$ cat config.mk
export PLATFORM = sky130hd
export DESIGN_NAME = uart_rx
export DESIGN_NICKNAME = d
export VERILOG_FILES = /design/src/rtl/uart_pkg.sv /design/src/rtl/parity_generator.sv /design/src/rtl/uart_rx.sv
export SDC_FILE = /design/constraint.sdc
export NUM_CORES = 1
export LEC_CHECK = 0
export BUFFER_PORTS_ARGS = -buffer_cell sky130_fd_sc_hd__buf_2
export CAP_MARGIN = 5
export CORE_MARGIN = 5
export CORE_UTILIZATION = 62
export CTS_CLUSTER_SIZE = 14
export DETAILED_ROUTE_END_ITERATION = 8
export PLACE_DENSITY = 0.87
export SLEW_MARGIN = 20
export SYNTH_ARGS = -nofsm -noshare
export SYNTH_HDL_FRONTEND = slang
export SYNTH_HIERARCHICAL = 1
export SYNTH_SLANG_ARGS = --single-unit
$ cat constraint.sdc
create_clock -name clk -period 2.76 [get_ports clk]
set_clock_uncertainty 0.2 [all_clocks]
set_input_delay 0.138 -clock clk [delete_from_list [all_inputs] [get_ports clk]]
set_output_delay 0.138 -clock clk [all_outputs]
set_load 0.1 [all_outputs]
$ cat src/rtl/uart_pkg.sv
// uart_pkg: shared constants and FSM state type for the UART receive path.
//   OVERSAMPLE : baud ticks per bit period
//   MID_TICK   : tick count at the middle of the start bit
//   LAST_TICK  : tick count at the end of a full bit period
//   DATA_BITS  : payload width
package uart_pkg;

    localparam int          OVERSAMPLE = 16;
    localparam int          DATA_BITS  = 8;
    localparam logic [3:0]  MID_TICK   = 4'd7;
    localparam logic [3:0]  LAST_TICK  = 4'd15;
    localparam logic [2:0]  LAST_BIT   = 3'(DATA_BITS - 1);

    typedef enum logic [2:0] {
        IDLE   = 3'd0,
        START  = 3'd1,
        DATA   = 3'd2,
        PARITY = 3'd3,
        STOP   = 3'd4
    } uart_rx_state_t;

endpackage

$ cat src/rtl/parity_generator.sv
// parity_generator: parity bit shared by the UART transmitter and receiver.
//   data_in    : payload byte
//   PARITYSEL  : 1 = odd parity, 0 = even parity
//   parity_out : parity bit that makes the frame match the selected mode
module parity_generator
    import uart_pkg::*;
(
    input  logic [DATA_BITS-1:0] data_in,
    input  logic                 PARITYSEL,
    output logic                 parity_out
);

    assign parity_out = PARITYSEL ? ~^data_in : ^data_in;

endmodule

$ cat src/rtl/uart_rx.sv
// uart_rx: 8N+parity+1 serial receiver, 16x oversampled, mid-bit sampling.
//   clk, resetn  : system clock, asynchronous active-low reset
//   b_tick       : baud tick, 16 per bit, one clk wide
//   rx           : serial line (asynchronous, idles high)
//   PARITYSEL    : 1 = odd, 0 = even; latched at start detection
//   d_out        : last received byte
//   rx_done      : one-cycle strobe, d_out and flags updated this cycle
//   parity_err   : parity mismatch on last byte
//   frame_err    : stop bit sampled low on last byte
module uart_rx
    import uart_pkg::*;
(
    input  logic                 clk,
    input  logic                 resetn,
    input  logic                 b_tick,
    input  logic                 rx,
    input  logic                 PARITYSEL,
    output logic [DATA_BITS-1:0] d_out,
    output logic                 rx_done,
    output logic                 parity_err,
    output logic                 frame_err
);

    // Two-flop synchroniser; resets to the idle line level.
    logic rx_meta_q, rx_s_q;

    always_ff @(posedge clk or negedge resetn) begin
        if (!resetn) begin
            rx_meta_q <= 1'b1;
            rx_s_q    <= 1'b1;
        end else begin
            rx_meta_q <= rx;
            rx_s_q    <= rx_meta_q;
        end
    end

    uart_rx_state_t       state_q, state_d;
    logic [3:0]           b_q, b_d;
    logic [2:0]           n_q, n_d;
    logic [DATA_BITS-1:0] data_q, data_d;
    logic                 par_q, par_d;
    logic                 par_sel_q, par_sel_d;
    logic [DATA_BITS-1:0] d_out_q, d_out_d;
    logic                 rx_done_q, rx_done_d;
    logic                 perr_q, perr_d;
    logic                 ferr_q, ferr_d;
    logic                 par_exp;

    parity_generator u_par (
        .data_in    (data_q),
        .PARITYSEL  (par_sel_q),
        .parity_out (par_exp)
    );

    always_comb begin
        state_d   = state_q;
        b_d       = b_q;
        n_d       = n_q;
        data_d    = data_q;
        par_d     = par_q;
        par_sel_d = par_sel_q;
        d_out_d   = d_out_q;
        rx_done_d = 1'b0;
        perr_d    = perr_q;
        ferr_d    = ferr_q;

        case (state_q)
            IDLE: begin
                // Start edge needs no tick: the tick phase is then at most
                // one tick off, well inside the half-bit margin.
                if (!rx_s_q) begin
                    state_d   = START;
                    b_d       = 4'd0;
                    par_sel_d = PARITYSEL;
                end
            end
            START: begin
                if (b_tick) begin
                    if (b_q == MID_TICK) begin
                        if (!rx_s_q) begin
                            state_d = DATA;
                            b_d     = 4'd0;
                            n_d     = 3'd0;
                        end else begin
                            state_d = IDLE;   // glitch, not a real start
                        end
                    end else begin
                        b_d = b_q + 4'd1;
                    end
                end
            end
            DATA: begin
                if (b_tick) begin
                    if (b_q == LAST_TICK) begin
                        data_d = {rx_s_q, data_q[DATA_BITS-1:1]};
                        b_d    = 4'd0;
                        if (n_q == LAST_BIT) state_d = PARITY;
                        else                 n_d     = n_q + 3'd1;
                    end else begin
                        b_d = b_q + 4'd1;
                    end
                end
            end
            PARITY: begin
                if (b_tick) begin
                    if (b_q == LAST_TICK) begin
                        par_d   = rx_s_q;
                        b_d     = 4'd0;
                        state_d = STOP;
                    end else begin
                        b_d = b_q + 4'd1;
                    end
                end
            end
            STOP: begin
                if (b_tick) begin
                    if (b_q == LAST_TICK) begin
                        // Leave at mid stop bit so the next start edge is
                        // caught even with the sender running slightly fast.
                        d_out_d   = data_q;
                        perr_d    = (par_q != par_exp);
                        ferr_d    = ~rx_s_q;
                        rx_done_d = 1'b1;
                        b_d       = 4'd0;
                        state_d   = IDLE;
                    end else begin
                        b_d = b_q + 4'd1;
                    end
                end
            end
            default: state_d = IDLE;
        endcase
    end

    always_ff @(posedge clk or negedge resetn) begin
        if (!resetn) begin
            state_q   <= IDLE;
            b_q       <= 4'd0;
            n_q       <= 3'd0;
            data_q    <= '0;
            par_q     <= 1'b0;
            par_sel_q <= 1'b0;
            d_out_q   <= '0;
            rx_done_q <= 1'b0;
            perr_q    <= 1'b0;
            ferr_q    <= 1'b0;
        end else begin
            state_q   <= state_d;
            b_q       <= b_d;
            n_q       <= n_d;
            data_q    <= data_d;
            par_q     <= par_d;
            par_sel_q <= par_sel_d;
            d_out_q   <= d_out_d;
            rx_done_q <= rx_done_d;
            perr_q    <= perr_d;
            ferr_q    <= ferr_d;
        end
    end

    assign d_out      = d_out_q;
    assign rx_done    = rx_done_q;
    assign parity_err = perr_q;
    assign frame_err  = ferr_q;

endmodule

==> results.txt, run 1 <==
The run finished with clean final reports. In the global route stage, met1 resource usage came out at 25.2%. The arrival time reported for the critical path endpoint is 2250 ps, and the overall die width is 61.2 um. The tools report the initial standard-cell utilization of the core as 65.0%. The worst hold path begins at b_tick. The run gives 33 as the sink count of the clock tree. Summing the sequential cell areas from Yosys gives 51.0% of the chip area. The run gives 1035 as the number of global-route vias before repair.

The share of total power dissipated in the clock network is 19.5%. Setup violations remaining at the end of the flow were counted as 0. The total vias in the final route is 1045. The synthesized design contains 0 enable-type register cells.

The die is 61.2 um tall. The H-tree was split into 2 levels. When the netlist entered floorplanning its net count stood at 134. Subtracting the final worst setup slack from the clock period gives 2220 ps.

Area of the core: 0.00250 mm2. For this run, the number of Yosys warnings is 6. For the final routed database, the setup TNS stands at 0 ps. For the number of top-level pins, the log shows 16.

Global routing finished with a remaining overflow of 0. The worst hold path passes through 3 cells. The logs give 350 ps for the clock network latency to the later pin of the worst-skew pair and 48.8% for the sequential cell fraction of total power. Entering global routing, the biggest net connects 34 pins.

The most frequent standard cell in the layout excluding fill and tap cells was dfrtp_1. Count of cells along the worst register-to-register path: 3. The synthesized netlist occupies a cell area of 0.00162 mm2.

The number of nets in the finished design came out at 152. Count of different cell masters after synthesis: 38. The timing-limited maximum frequency is 0.451 GHz. In the finished design, the share of the clock period the worst path needs comes to 80.4%. The number of antenna repair diodes came out at 0. The clock slew at the register clock pins of the worst setup and hold paths was 110 ps; the half-perimeter wire length after placement was 1960 um. The endpoint identified for the worst register-to-register timing path is d_out[0]. The iteration count of the initial detailed-routing pass came out at 4. The number of buffers inserted by port buffering was 15. The flip-flop and latch count after synthesis came out at 33. The die area was 0.00374 mm2. The number of DRC violations after detailed-routing iteration 0 is 42, and the proportion of total power due to net switching is 37.9%. For the final estimated routing congestion in global placement, the log shows 0.905. Once the clock tree was built, the setup fixing pass inserted 0 buffers. Final total power: 1.34 mW.

The post-synthesis async set-or-reset flop share was 100%. The highest fanout seen on the critical path came out at 15. No sink is reached through more buffers than the 2 on the longest clock path. Share of cells above drive strength 1: 35.9%. The run gives 18.2% as the aggregate global-route resource usage. The detail route stage leaves a number of antenna-violating nets equal to 0. The library cells used most frequently in the layout, excluding fill and tap cells, are 31 x dfrtp_1, 23 x mux2_2, 15 x buf_2. The number of antenna violations at the first check in global routing was 0; the synthesized area per cell was 12.9 um2. The cell internal power dissipation is 0.830 mW, and the worst reg-to-reg setup slack is 540 ps. The vias per cell was 5.97.

The initialized floorplan defines 18 standard-cell rows. The total power density per cell area came out at 756 mW/mm2. The tightest min-delay check is of the in2reg type.

Setup repair after global routing left no endpoint under its margin. Required time at the worst-slack endpoint: 2790 ps. The final worst hold slack was 52.3 ps. Measured against its own limit, the worst slew margin works out to 54.1%.

The tools report the root buffer cell as clkbuf_4. Category of the worst setup path capture point: a register. In this run the power spent charging and discharging nets is 0.506 mW. For the pin with the worst max-slew slack, the measured transition is 689 ps. The signed area change from the synthesized netlist to the final layout was 8.78%; the count of unresolved DRC violations after routing was 0. Among all flip-flop cells after synthesis, the most frequent one is dfrtp_1.

For this block, the routed nets add up to 2730 um of wire. TritonCTS built the clock tree. For hold timing, the worst endpoint is state_q[0]. For this run, global-route usage on met3 was measured as 5.66%.

The launching element type of the critical path is a register. The worst IR drop on VDD was 0.747 mV; the TritonCTS buffer count was 5. The met2 usage in global routing was 26.1%; the max-capacitance violation count was 0. The layer flagged by global routing as most heavily used is met2.

The first global-routing pass estimated 4860 um of wire. In the final routed layout, each cell accounts on average for 15.6 um. In this run, the combinational gates consume 31.6% of the power.

Type of the setup path with the least slack: reg2reg. The tools report the number of slew-limit violations in the final report as 0. The number of failing hold endpoints at the final stage was 0; the post-cts sizing count was 0. For this design the static power due to leakage is 0.872 nW. The reg-to-reg startpoint is state_q[0]. The synthesized netlist cell count was 126.
[synth_stat cells (all sizes together), types with 2 or more instances]
library cell,number,share of area [%]
nand2b,3,1.2
xnor2,9,5.3
dfrtp,31,48
inv,2,0.46
nand3,2,0.62
nor3b,4,2.5
ha,3,2.3
nor3,2,0.62
a22o,3,1.6
buf,7,3.2
mux2,23,16
o21ai,3,0.92
o211a,3,1.8
a21oi,2,0.62
dfstp,2,3.2
nor2,3,0.69
o32ai,3,1.6
nand2,7,1.8
[registers in the layout, summed over array words and instances, names as in the netlist, 3 cells and up]
register / flops
d_out: 8
data_q: 8
b_q: 4
n_q: 3
state_q: 3
[power groups by stage]
stage	clock [mW]	combinational, mW	sequential [mW]
2_1_floorplan	0	0.341	0.680
3_3_place_gp	0	0.407	0.656
3_5_place_dp	0	0.420	0.661
4_1_cts	0.266	0.425	0.652
5_1_grt	0.286	0.463	0.668
6_report	0.261	0.423	0.652
[cell families (layout without fill, tap and decap cells)]
| logic type | Yosys count | in the layout | synth area share (%) |
|---|---|---|---|
| fa+ha+maj | 3 | 3 | 2.31 |
| xor+xnor | 11 | 11 | 7.24 |
| buf+inv | 9 | 28 | 3.62 |
| mux | 24 | 24 | 16.6 |
| compound gates | 19 | 19 | 9.25 |
| simple gates | 27 | 27 | 10.0 |
| flops | 33 | 33 | 51.0 |
[how the worst max path moves through the flow]
stage / to / from / slack, ps / depth (start not counted)
after global placement: frame_err / state_q[0] / 610 / 3
after detailed placement: d_out[2] / state_q[0] / 580 / 3
after floorplan: data_q[0] / b_q[0] / 900 / 4
after global routing: d_out[0] / state_q[0] / 410 / 3
after CTS: d_out[0] / state_q[0] / 560 / 3
final: d_out[0] / state_q[0] / 540 / 3
[metrics by stage]
step                      cells  cell area (um2)  worst slack, ps  utilization (%)
after floorplan             126             1620              900                -
after global placement      164             1690              611             67.4
after detailed placement    164             1690              575             67.4
after CTS                   175             1770              556             70.7
after global routing        175             1770              405             70.7
final                       175             1770              542             70.7
[worst max-delay path, stage by stage (launching register included)]
cell	delay, ps
dfrtp_1	570
nor2_1	380
and3_1	540
mux2_2	400
[per-layer routing]
metal,up-vias,part of all wire (%)
li1,489,-
met1,520,46
met2,31,46
met3,5,6.0
met4,0,1.9
met5,-,0
[layout make-up]
type                       count  area [um2]
clock buffer                   6        41.3
inverter                       2        7.51
multi-input combinational     84         737
timing repair buffer          18         105
clock inverter                 2        10.0
tap                           30        37.5
sequential                    33         828
fill                         175         733
[timing repair]
action | in CTS | in global routing
endpoints found under the setup margin | 0 | 0
hold buffers | 3 | 0
hold endpoints to repair | 33 | 0
Power figures use the tool's default switching activity.
==> run 2, diff against run 1 <==
CORE_UTILIZATION = 52   (was 62)
PLACE_DENSITY = 0.78   (was 0.87)
clock period = 1.79 ns   (was 2.76 ns; I/O delays follow)
==> results.txt, run 2 (synthesized netlist as in run 1, its figures left out) <==
The run finished, with violations left. The checks that failed: setup timing. For the count of unresolved DRC violations after routing, the log shows 0 (unchanged).

The die area is 0.00434 mm2 (+16%), and the aggregate global-route resource usage is 18.4% (+0.27 points). The vias per cell was 5.44 (-8.9%). The clock slew at the register clock pins of the worst setup and hold paths works out to 100 ps (about the same). Signed area change from the synthesized netlist to the final layout: 36.5%.

Setup repair after global routing could not meet its margin everywhere. The overall die width was 65.9 um (+7.7%); the setup violation total in the final timing report was 13 (+13). The number of buffers on the longest clock path was 2 (unchanged). The total wirelength of the detailed-routed design was 3690 um (+35%). The time the worst path needs with I/O delays and setup works out to 1840 ps (-375 ps). The reg-to-reg startpoint was n_q[1]. The logs give 51.3% (-2.8 points) for the worst slew slack as a fraction of its limit and 5950 um (+23%) for the wire length of the first global-routing pass. The run gives 4 (unchanged) as the iteration count of the initial detailed-routing pass. The tools report the source of the critical timing path as n_q[1]. The tools report the number of DRC violations after detailed-routing iteration 0 as 55 (+31%). TritonCTS built the clock tree.

The logs give 0 (unchanged) for the number of antenna repair diodes and 0 (unchanged) for the final antenna-violating net count. Leaving out fill and tap cells, the most frequent cells in the layout are 31 x dfrtp_1, 20 x buf_4, 19 x mux2_4. The tools report the pin count of the biggest net entering global routing as 34 (unchanged). The worst hold path begins at b_tick. The final estimated routing congestion in global placement is 0.819 (-9.5%). The least setup slack across all paths after layout was -53.4 ps (-595 ps); the arrival time reported for the critical path endpoint was 1870 ps (-380 ps). The logs give 0.542 GHz (+20%) for the timing-limited maximum frequency and 176 (+16%) for the number of nets in the finished design.

The row count is 20 (+2), and the number of antenna violations at the first check in global routing is 0 (unchanged). For the final worst hold slack, the log shows 68.5 ps (+16.2 ps). The area used by sequential logic in the layout was 828 um2 (unchanged).

The share of cells above drive strength 1 was 51.5% (+16 points); the total vias in the final route was 1159 (+11%). The category of the worst setup path capture point was a register. The number of top-level pins was 16 (unchanged); the total power density per cell area was 1200 mW/mm2 (+58%).

The max-capacitance violation count came out at 0 (unchanged). The tools report the number of global-route vias before repair as 1248 (+21%). The worst setup path is launched from a register. The fill cell instance count of the final layout was 215 (+23%); the routed wirelength normalized by instance count was 17.3 um (+11%).

The critical path is of the reg2reg type. For the initial standard-cell utilization of the core, the log shows 53.6% (-11 points). The final-layout setup total negative slack is -212 ps (-212 ps), and the sink count of the clock tree is 33 (unchanged). The logs give 2220 um (+14%) for the half-perimeter wire length after placement and 1820 ps (-970 ps) for the required time at the worst-slack endpoint. The TritonCTS buffer count is 5 (unchanged), and the number of slew-limit violations in the final report is 0 (unchanged). Actual slew at the worst max-slew pin: 730 ps (+41.3 ps). The root buffer cell was clkbuf_4. The tools report the clock network latency to the later pin of the worst-skew pair as 330 ps (-20 ps).

The worst IR drop on VDD was 0.563 mV (-25%); the die height was 65.9 um (+7.7%). The logs give 0 (unchanged) for the number of failing hold endpoints at the final stage and 0 (unchanged) for the total grt overflow. The number of buffers inserted by port buffering is 15 (unchanged), and the final worst-path cycle share is 103% (+23 points).

Class of the tightest hold or removal check: in2reg. The most frequent standard cell in the layout excluding fill and tap cells was dfrtp_1. The run gives 910 um2 (+23%) as the multi-input logic area. The logs give 0.00303 mm2 (+21%) for the area of the core and 1.05 nW (+21%) for the cell leakage power. Depth of the CTS H-tree: 2 (unchanged).

The highest fanout seen on the critical path was 3 (-12).
==> run 2: cell count changes in the layout (fill, tap and decap cells not counted), sizes merged <==
cell	delta
clkbuf	+2
buf	+23
bufinv	+1
clkinv	-2
==> run 2: worst paths after layout <==
| path | endpoint | slack [ps] | cells after the start |
|---|---|---|---|
| setup / recovery | n_q[0] | -50 | 5 |
| hold / removal | state_q[0] | 70 | 3 |
| setup reg to reg | n_q[0] | -50 | 5 |
| hold reg to reg | rx_s_q | 170 | 0 |
| max in group asynchronous | d_out[1] | 780 | 2 |
| min in group asynchronous | b_q[2] | 140 | 2 |
==> run 2: area by class of cell <==
| class | count | area share, % |
|---|---|---|
| multi-input combinational | 84 | 41.0 |
| sequential | 33 | 37.4 |
| timing repair buffer | 42 | 15.0 |
| clock buffer | 7 | 2.48 |
| tap | 44 | 2.48 |
| clock inverter | 1 | 1.35 |
| inverter | 2 | 0.339 |
==> run 2: critical path, cell delays in order (launching register included) <==
cell       delay [ps]
dfrtp_1           400
ha_2              210
ha_4              170
o32ai_4           270
o2111ai_4         170
mux2_4            320
==> run 2: stage by stage <==
step	util (%)	std cells	setup WS [ps]	power (mW)	cell area [um2]
floorplan	-	126	-20.8	1.59	1640
global placement	61.7	195	12.0	1.84	1870
global route	73.2	213	-114	2.83	2220
detailed placement	61.7	195	-92.9	1.88	1870
CTS	69.6	209	-44.0	2.60	2110
finish	73.2	213	-53.4	2.65	2220
==> run 2: what timing repair did <==
item | in CTS | in global routing
hold buffers | 3 | 0
buffers inserted | 3 | 3
pin swaps | 3 | 6
hold endpoints to repair | 33 | 0
gates resized for setup | 22 | 13
setup endpoints to repair | 24 | 25
cloned | 0 | 1
==> run 2: power by group <==
group	internal (mW)	switching, mW	leakage [nW]
Clock	0.333	0.246	0.0455
Combinational	0.555	0.545	0.572
Sequential	0.849	0.121	0.438
==> run 2: per-layer routing <==
| metal | global-route usage, % | wire length, um |
|---|---|---|
| met3 | 5.10 | 138 |
| met4 | 6.22 | 66 |
| met5 | 0 | 0 |
| met2 | 29.8 | 1850 |
| met1 | 23.8 | 1630 |
==> run 3, diff against run 2 <==
GPL_TIMING_DRIVEN = 0   (was not set)
HOLD_SLACK_MARGIN = 0.05   (was not set)
==> results.txt, run 3 (synthesized netlist as in run 1, its figures left out) <==
The share of cells above drive strength 1 was 50.0% (-1.5 points). The total power density per cell area works out to 1200 mW/mm2 (+0.41%). The final-layout setup total negative slack was -519 ps (-306 ps).

The overall die width is 65.9 um (unchanged), and the TritonCTS buffer count is 5 (unchanged). The highest fanout seen on the critical path is 5 (+2), and the total placed instance area is 0.00177 mm2 (-5.5%). Class of the tightest hold or removal check: in2async. Clock network latency to the later pin of the worst-skew pair: 330 ps (about the same). Number of failing hold endpoints at the final stage: 0 (unchanged). TritonCTS built the clock tree. The die area was 0.00434 mm2 (unchanged); the count of unresolved DRC violations after routing was 0 (unchanged). The final reports fail on setup timing. The most frequent standard cell in the layout excluding fill and tap cells is dfrtp_1. The critical path's largest stage delay is 410 ps (about the same). The number of buffers on the longest clock path came out at 2 (unchanged).

For the initial standard-cell utilization of the core, the log shows 53.6% (unchanged). The number of buffers inserted by port buffering was 14 (-1); the routed wirelength normalized by instance count was 16.2 um (-6.6%). For the aggregate global-route resource usage, the log shows 17.3% (-1.1 points). The vias per cell was 5.40 (-0.67%).

The logs give -73.9 ps (-20.5 ps) for the least setup slack across all paths after layout and 0 (unchanged) for the final antenna-violating net count. CTS placed an instance of clkbuf_4 at the clock tree root. The tools report the total grt overflow as 0 (unchanged).

The tools report the wire length of the first global-routing pass as 5590 um (-6.1%). The area used by sequential logic in the layout came out at 830 um2 (+0.15%). The run gives 50.3% (-1.0 points) as the worst slew slack as a fraction of its limit. The slowest stage of the critical path belongs to the cell dfrtp_1.

The worst IR drop on VDD is 0.743 mV (+32%), and the signed area change from the synthesized netlist to the final layout is 30.3%. The logs give 0.00303 mm2 (unchanged) for the area of the core and 862 um2 (-5.2%) for the multi-input logic area. The iteration count of the initial detailed-routing pass was 4 (unchanged). The count of cells along the worst register-to-register path is 5 (unchanged). The number of buffers and inverters on the critical path was 1 (+1); the max-capacitance violation count was 0 (unchanged).

The cell leakage power came out at 1.00 nW (-5.0%). The reg-to-reg startpoint was b_q[0]. The die height came out at 65.9 um (unchanged). For the number of DRC violations after detailed-routing iteration 0, the log shows 53 (-3.6%). The tools report the placement-stage worst setup slack as -200 ps (-108 ps). The logs give 0.00212 mm2 (-4.6%) for the final design instance area without fill and 0.833 (+1.7%) for the final estimated routing congestion in global placement. Setup repair after global routing could not meet its margin everywhere.

The run gives 2 (unchanged) as the depth of the CTS H-tree. The worst reg-to-reg setup slack is -70 ps (-20 ps), and the number of top-level pins is 16 (unchanged). The worst register-to-register path ends at data_q[3].

The number of slew-limit violations in the final report was 0 (unchanged); the pin count of the biggest net entering global routing was 34 (unchanged). The clock slew at the register clock pins of the worst setup and hold paths is 100 ps (about the same), and the required time at the worst-slack endpoint is 1810 ps (about the same). The launching element type of the critical path was a register.

Among cell families on the critical path, the largest total delay comes from simple AND/OR/NAND/NOR gates. The logs give 0.537 GHz (-1.1%) for the timing-limited maximum frequency and 0 (unchanged) for the number of antenna repair diodes. The sink count of the clock tree was 33 (unchanged).

The run finished, with violations left. Type of the setup path with the least slack: reg2reg. For the setup violation total in the final timing report, the log shows 9 (-4). The total wirelength of the detailed-routed design is 3390 um (-7.9%). The top cell types in the final layout, fill and taps aside, are 30 x dfrtp_1, 15 x buf_4, 15 x buf_2. The number of nets in the finished design was 173 (-1.7%). The worst setup path is captured at a register. The number of antenna violations at the first check in global routing was 0 (unchanged); the half-perimeter wire length after placement was 2070 um (-6.9%). The final worst-path cycle share came out at 104% (+1.1 points).

The fill cell instance count of the final layout is 208 (-3.3%), and the total vias in the final route is 1135 (-2.1%). The signal on the critical path passes through ha_4 > and4_4 > nor3b_4 > buf_6 > mux2_4. The number of global-route vias before repair is 1191 (-4.6%).

The actual slew at the worst max-slew pin was 746 ps (+15.7 ps); the row count was 20 (unchanged). The arrival time reported for the critical path endpoint is 1890 ps (+20 ps), and the time the worst path needs with I/O delays and setup is 1860 ps (+20.5 ps). The run gives 2.54 mW (-4.2%) as the final total power.

The tools report the final worst hold slack as 158 ps (+89.6 ps).
==> run 3: worst max path at each step <==
stage | cells past startpoint | endpoint | start | slack [ps]
5_1_grt | 5 | data_q[3] | b_q[0] | -110
4_1_cts | 5 | n_q[0] | n_q[0] | -60
3_3_place_gp | 4 | data_q[0] | b_q[1] | -160
6_report | 5 | data_q[3] | b_q[0] | -70
3_5_place_dp | 4 | data_q[0] | b_q[1] | -200
2_1_floorplan | 4 | data_q[0] | b_q[1] | -20
==> run 3: power breakdown <==
part	switching (mW)	total, mW	leakage (nW)	internal [mW]
combinational	0.564	1.02	0.520	0.460
clock	0.254	0.587	0.0455	0.334
sequential	0.0772	0.928	0.437	0.851
==> run 3: timing repair <==
item                                    4_1_cts  5_1_grt
hold buffers                                  4        0
endpoints found under the hold margin        36        0
pin swaps                                     3        3
setup buffers                                 7        7
resized for setup                            23        5
endpoints found under the setup margin       20       21
gates cloned                                  0        1
==> run 3: through the flow <==
stage / utilization, % / std cells
final: 69.9 / 210
after global routing: 69.9 / 210
after CTS: 66.8 / 202
after detailed placement: 58.3 / 184
after global placement: 58.3 / 184
after floorplan: - / 126
==> run 3: final cells by class <==
type | count | share of cell area [%]
plain buffers | 6 | 2.37
clock inverters | 1 | 1.42
clock buffers | 7 | 2.60
flip-flops and latches | 33 | 39.2
well taps | 44 | 2.60
inverters | 2 | 0.532
repair buffers | 32 | 10.5
multi-input cells | 85 | 40.7
==> run 3: layer usage <==
layer	vias to the layer above	share of wire (%)	track usage (%)	wire length (um)
li1	535	-	-	-
met1	567	45	21.9	1530
met3	4	4.6	4.76	156
met4	0	0.74	8.03	25
met5	-	0	0	0
met2	29	50	27.4	1690
